<file path="config.mk">
export PLATFORM = sky130hd
export DESIGN_NAME = tt_sweep_ctrl
export DESIGN_NICKNAME = d
export VERILOG_FILES = /design/src/rtl/tt_sweep_ctrl.sv
export SDC_FILE = /design/constraint.sdc
export NUM_CORES = 1
export LEC_CHECK = 0
export CAP_MARGIN = 15
export CORE_MARGIN = 8
export CORE_UTILIZATION = 50
export CTS_BUF_LIST = sky130_fd_sc_hd__clkbuf_8 sky130_fd_sc_hd__clkbuf_16
export DETAILED_ROUTE_END_ITERATION = 12
export PLACE_DENSITY = 0.71
export SETUP_SLACK_MARGIN = 0.5
export SYNTH_ARGS = -nofsm -noshare
export SYNTH_HDL_FRONTEND = slang
export SYNTH_SLANG_ARGS = --single-unit
</file>
<file path="constraint.sdc">
create_clock -name clk -period 5 [get_ports clk]
set_clock_uncertainty 0.2 [all_clocks]
set_input_delay 0.75 -clock clk [delete_from_list [all_inputs] [get_ports clk]]
set_output_delay 0.75 -clock clk [all_outputs]
set_load 0.01 [all_outputs]
</file>
<file path="src/rtl/tt_sweep_ctrl.sv">
// tt_sweep_ctrl
// Drives an exhaustive truth-table sweep through a small combinational unit.
// Every input vector is applied in ascending order and held for DWELL cycles.
// The unit output is sampled on the last cycle of each hold into a captured
// table, which is then compared against an expected table latched at start.
//
// Parameters
//   N_IN   number of unit inputs; table width TT_W = 2**N_IN
//   DWELL  cycles each vector is held (1..255)
//
// Ports
//   clk        clock, rising edge
//   rst        asynchronous active-high reset
//   start      sweep request, only honoured while idle
//   expect_tt  expected truth table, latched when start is accepted
//   f_in       output of the unit under test
//   vec_out    vector applied to the unit (0 when not sweeping)
//   busy       high while sweeping and during the compare cycle
//   done       one-cycle pulse when results are valid
//   pass       captured table equals latched expected table
//   tt_out     captured truth table
//   mismatch   per-vector failure flags (tt_out ^ latched expected)
//
// state   | meaning
// --------+-----------------------------------------------------------
// S_IDLE  | waiting for start; results of the last sweep are held
// S_DWELL | vector applied, dwell counter running, sample at count 0
// S_CHECK | compare captured table against the latched expectation
// S_DONE  | done pulse, back to idle on the next edge

module tt_sweep_ctrl #(
    parameter int  N_IN  = 2,
    parameter int  DWELL = 20,
    localparam int TT_W  = 2 ** N_IN
) (
    input  logic            clk,
    input  logic            rst,
    input  logic            start,
    input  logic [TT_W-1:0] expect_tt,
    input  logic            f_in,
    output logic [N_IN-1:0] vec_out,
    output logic            busy,
    output logic            done,
    output logic            pass,
    output logic [TT_W-1:0] tt_out,
    output logic [TT_W-1:0] mismatch
);

    typedef enum logic [1:0] {
        S_IDLE,
        S_DWELL,
        S_CHECK,
        S_DONE
    } state_t;

    localparam logic [7:0]      DCNT_LOAD = 8'(DWELL - 1);
    localparam logic [N_IN-1:0] VEC_ONE   = N_IN'(1);
    localparam logic [N_IN-1:0] VEC_LAST  = '1;

    state_t          state_q, state_d;
    logic [N_IN-1:0] vec_q, vec_d;
    logic [7:0]      dcnt_q, dcnt_d;
    logic [TT_W-1:0] exp_q, exp_d;
    logic [TT_W-1:0] tt_q, tt_d;
    logic [TT_W-1:0] mis_q, mis_d;
    logic            pass_q, pass_d;

    always_ff @(posedge clk or posedge rst) begin
        if (rst) begin
            state_q <= S_IDLE;
            vec_q   <= '0;
            dcnt_q  <= '0;
            exp_q   <= '0;
            tt_q    <= '0;
            mis_q   <= '0;
            pass_q  <= 1'b0;
        end else begin
            state_q <= state_d;
            vec_q   <= vec_d;
            dcnt_q  <= dcnt_d;
            exp_q   <= exp_d;
            tt_q    <= tt_d;
            mis_q   <= mis_d;
            pass_q  <= pass_d;
        end
    end

    always_comb begin
        state_d = state_q;
        vec_d   = vec_q;
        dcnt_d  = dcnt_q;
        exp_d   = exp_q;
        tt_d    = tt_q;
        mis_d   = mis_q;
        pass_d  = pass_q;
        case (state_q)
            S_IDLE: begin
                if (start) begin
                    state_d = S_DWELL;
                    vec_d   = '0;
                    dcnt_d  = DCNT_LOAD;
                    exp_d   = expect_tt;
                    tt_d    = '0;
                    mis_d   = '0;
                    pass_d  = 1'b0;
                end
            end
            S_DWELL: begin
                if (dcnt_q != 8'd0) begin
                    dcnt_d = dcnt_q - 8'd1;
                end else begin
                    // Last cycle of the hold: the unit has settled.
                    tt_d[vec_q] = f_in;
                    if (vec_q == VEC_LAST) begin
                        state_d = S_CHECK;
                    end else begin
                        vec_d  = vec_q + VEC_ONE;
                        dcnt_d = DCNT_LOAD;
                    end
                end
            end
            S_CHECK: begin
                mis_d   = tt_q ^ exp_q;
                pass_d  = (tt_q == exp_q);
                state_d = S_DONE;
            end
            S_DONE: begin
                state_d = S_IDLE;
            end
            default: begin
                state_d = S_IDLE;
            end
        endcase
    end

    // Decoded from the state register so an async reset clears them at once.
    assign vec_out  = (state_q == S_DWELL) ? vec_q : '0;
    assign busy     = (state_q == S_DWELL) || (state_q == S_CHECK);
    assign done     = (state_q == S_DONE);
    assign pass     = pass_q;
    assign tt_out   = tt_q;
    assign mismatch = mis_q;

endmodule

</file>
==> impl_metrics.py <==
metrics = {
    "clocking": {
        "cts_tree": "yes",
        "cts_buffer_depth": 2,
        "insertion_delay_ps": 270,
        "cts_setup_buffers": 0,
        "cts_buffers": 3,
        "cts_hold_buf": 0,
        "path_clk_slew_ps": 90,
        "clock_sinks": 25,
        "cts_resized": 0,
        "cts_max_level": 1,
        "root_buffer": "clkbuf_8",
    },
    "grt": {
        "grt_pass1_vias": 1065,
        "grtUsageTotal_pct": 14.40,
        "grt_pass1_wl_um": 5154,
        "grt_max_degree": 26,
        "overflow": 0,
        "antenna_found_initial": 0,
    },
    "flow_run": {
        "cap_violations": 0,
    },
    "placed_design": {
        "port_buffers": 20,
        "hpwl_um": 2269,
        "gp_congestion": 0.8403,
    },
    "sta": {
        "slew_viol_final": 0,
        "tightest_slew_ps": 967.7,
        "setup_viol": 0,
        "max_freq_ghz": 0.3230,
        "rsz0062_at_grt": "false",
        "fin_crit_sh_pct": 61.91,
        "min_period_ps": 3096,
        "relSlewSlack_pct": 35.42,
        "final.setup.tns_ps": 0,
        "holdWs_ps": 284.6,
        "hold_viol_final": 0,
    },
    "worst_setup_path": {
        "critPathMaxFanout": 15,
        "rrSetupSlack_ps": 2640,
        "path_class": "reg2out",
        "cp_cell_sequence": "inv_1 > ha_1 > inv_1 > nor2_1 > clkdlybuf4s50_1",
        "max_stage_delay_ps": 550,
        "startpoint": "state_q[1]",
        "cp.required_ps": 4050,
        "cp.arrival_ps": 2150,
        "r2r-end": "vec_q[1]",
        "critPathSlowestCell": "clkdlybuf4s50_1",
        "path_common_cell": "inv_1",
        "reg2regPathDepth": 6,
        "start_kind": "register",
        "r2r-start": "dcnt_q[0]",
        "cp-end-kind": "output port",
        "worstSetupEndpoint": "vec_out[0]",
    },
    "floorplan": {
        "dieArea_sq_um": 4717,
        "core_sq_um": 2686,
        "initial_core_util_pct": 51.65,
        "rows": 19,
        "die_h_um": 68.68,
        "die_width_um": 68.68,
        "io_pins": 21,
    },
    "logic_synthesis": {
        "synth_enable_flop_cells": 0,
        "syn-mean-instance-area_sq_um": 9.911,
        "netlist-cell-type-count": 33,
        "ys_warn_count": 0,
        "synth-xor-area-share_pct": 2.525,
        "yosysMostFrequentCell": "dfrtp_1",
        "yosysSeqAreaShare_pct": 45.09,
        "syn-cell-area_sq_um": 1388,
        "async_flop_share_pct": 100.0,
        "synth_seq_cells": 25,
        "synth.area.top_cells": "dfrtp_1 45%, ha_1 8.1%, o21ai_0 5.0%",
        "synth_top_area_cell": "dfrtp_1",
        "yosys.area_share.simple_pct": 17.76,
        "muxShareOfSynthArea_pct": 9.197,
        "syn-num-nets": 157,
        "synth_cells": 140,
        "synth_top_family_by_area": "simple AND/OR/NAND/NOR gates",
        "synth_top_flop_cell": "dfrtp_1",
        "synth_fa_ha_area_share_pct": 8.115,
        "synth_top_area_share_pct": 45.09,
        "synth.top_cells.by_count": "25 x dfrtp_1, 16 x nand2_1, 14 x o21ai_0",
        "synth_compound_area_share_pct": 14.34,
    },
    "route": {
        "avgRoutedWirePerCell_um": 15.80,
        "num_vias": 1113,
        "dr.pass1.iters": 4,
        "drt_iter0_markers": 59,
        "remaining_drc_errors": 0,
        "wirelength_um": 3050,
        "drtAntennaViolNets": 0,
        "viasPerCell": 5.767,
    },
    "power_and_ir_drop": {
        "p_comb_share_pct": 50.4,
        "power_density_nw_per_um2": 571.8,
        "vdd_drop_max_v": 0.0003658,
        "p_sw_mw": 0.3972,
        "p_clk_share_pct": 12.8,
        "swShare_pct": 41.83,
        "pwr-share-seq_pct": 36.8,
        "internal_power_mw": 0.5522,
        "cellLeakagePower_nw": 0.7232,
    },
    "min_path": {
        "hold_class": "reg2reg",
    },
    "final_layout": {
        "layout.nets": 180,
        "diodes": 0,
        "area_growth_pct": 19.66,
        "layout-drive-gt1-share_pct": 8.025,
    },
    "run_status": {
        "outcome": "completed",
    },
}
==> metal layers <==
layer  part of all wire, %  wire, um  vias up  global-route usage [%]
li1                      -         -      544                       -
met1                    47      1423      539                   19.08
met2                    45      1374       25                   22.07
met3                   6.5       199        5                   3.231
met4                   1.7        53        0                   6.138
met5                     0         0        -                       0
==> worst min-delay path by stage <==
| stage | from | endpoint | cells past startpoint |
|---|---|---|---|
| global route | mismatch[2] | mismatch[2] | 2 |
| detailed placement | mismatch[2] | mismatch[2] | 2 |
| finish | mismatch[1] | mismatch[1] | 2 |
| CTS | mismatch[2] | mismatch[2] | 2 |
| global placement | pass | pass | 2 |
| floorplan | dcnt_q[3] | dcnt_q[3] | 1 |
==> placed cells by master, fill, tap and decap left out, drive strengths merged <==
| cell type | instances |
|---|---|
| dfrtp | 25 |
| nor2 | 7 |
| inv | 9 |
| clkdlybuf4s50 | 20 |
| mux2 | 6 |
| nor2b | 1 |
| nor3 | 3 |
| mux2i | 6 |
| a211oi | 1 |
| o31ai | 2 |
| xnor2 | 4 |
| nor4b | 1 |
| a31oi | 2 |
| o2bb2ai | 1 |
| o21ai | 14 |
| o311ai | 1 |
| a32oi | 1 |
| clkbuf | 3 |
| nand4 | 1 |
| a21oi | 8 |
| and4 | 1 |
| nand3 | 7 |
| o21ba | 1 |
| ha | 9 |
| or3b | 1 |
| a2bb2oi | 1 |
| a22o | 1 |
| nand2 | 16 |
| or4b | 1 |
| nand4b | 1 |
| or3 | 5 |
| nand2b | 2 |
==> worst max-delay path, delay by kind of cell (launching register included) <==
kind	cells	cell delay [ps]
adder cells (fa/ha/maj)	1	430
AND/OR/NAND/NOR	1	150
buffers and inverters	3	860
flip-flops	1	430
==> cells by family after synthesis <==
group                    count (synthesis)
AND/OR/NAND/NOR                         47
AO/OA/AOI/OAI                           33
flip-flops                              25
multiplexers                            12
buffers and inverters                   10
adder cells (fa/ha/maj)                  9
XOR/XNOR                                 4
==> registers in the layout (all words and copies together), names as in the netlist <==
register  count
state_q       2
exp_q         4
mismatch      4
vec_q         2
pass          1
dcnt_q        8
tt_out        4
==> layout make-up <==
cell class              count  area [sq um]
flip-flops and latches     25         625.6
well taps                  31         38.79
clock inverters             1         3.754
fillers                   232          1026
clock buffers               3         41.29
multi-input cells         105         720.7
inverters                   8         30.03
repair buffers             20         200.2
==> metrics by stage <==
step	area (sq um)	instances	setup slack (ps)	utilization (%)	power, mW
6_report	1660	193	1904	61.81	0.9494
5_1_grt	1660	193	1752	61.81	1.027
4_1_cts	1660	193	1909	61.81	0.9517
3_5_place_dp	1615	189	2239	60.13	0.8313
3_3_place_gp	1615	189	2298	60.13	0.8129
2_1_floorplan	1388	140	2890	-	0.6693
==> power by group through the flow <==
stage	clock [mW]	sequential [mW]	combinational [mW]
final	0.122	0.349	0.478
after global routing	0.129	0.364	0.534
after CTS	0.123	0.349	0.479
after detailed placement	0	0.353	0.479
after global placement	0	0.345	0.467
after floorplan	0	0.347	0.322
Note: power is estimated with default switching activity, not from simulation.
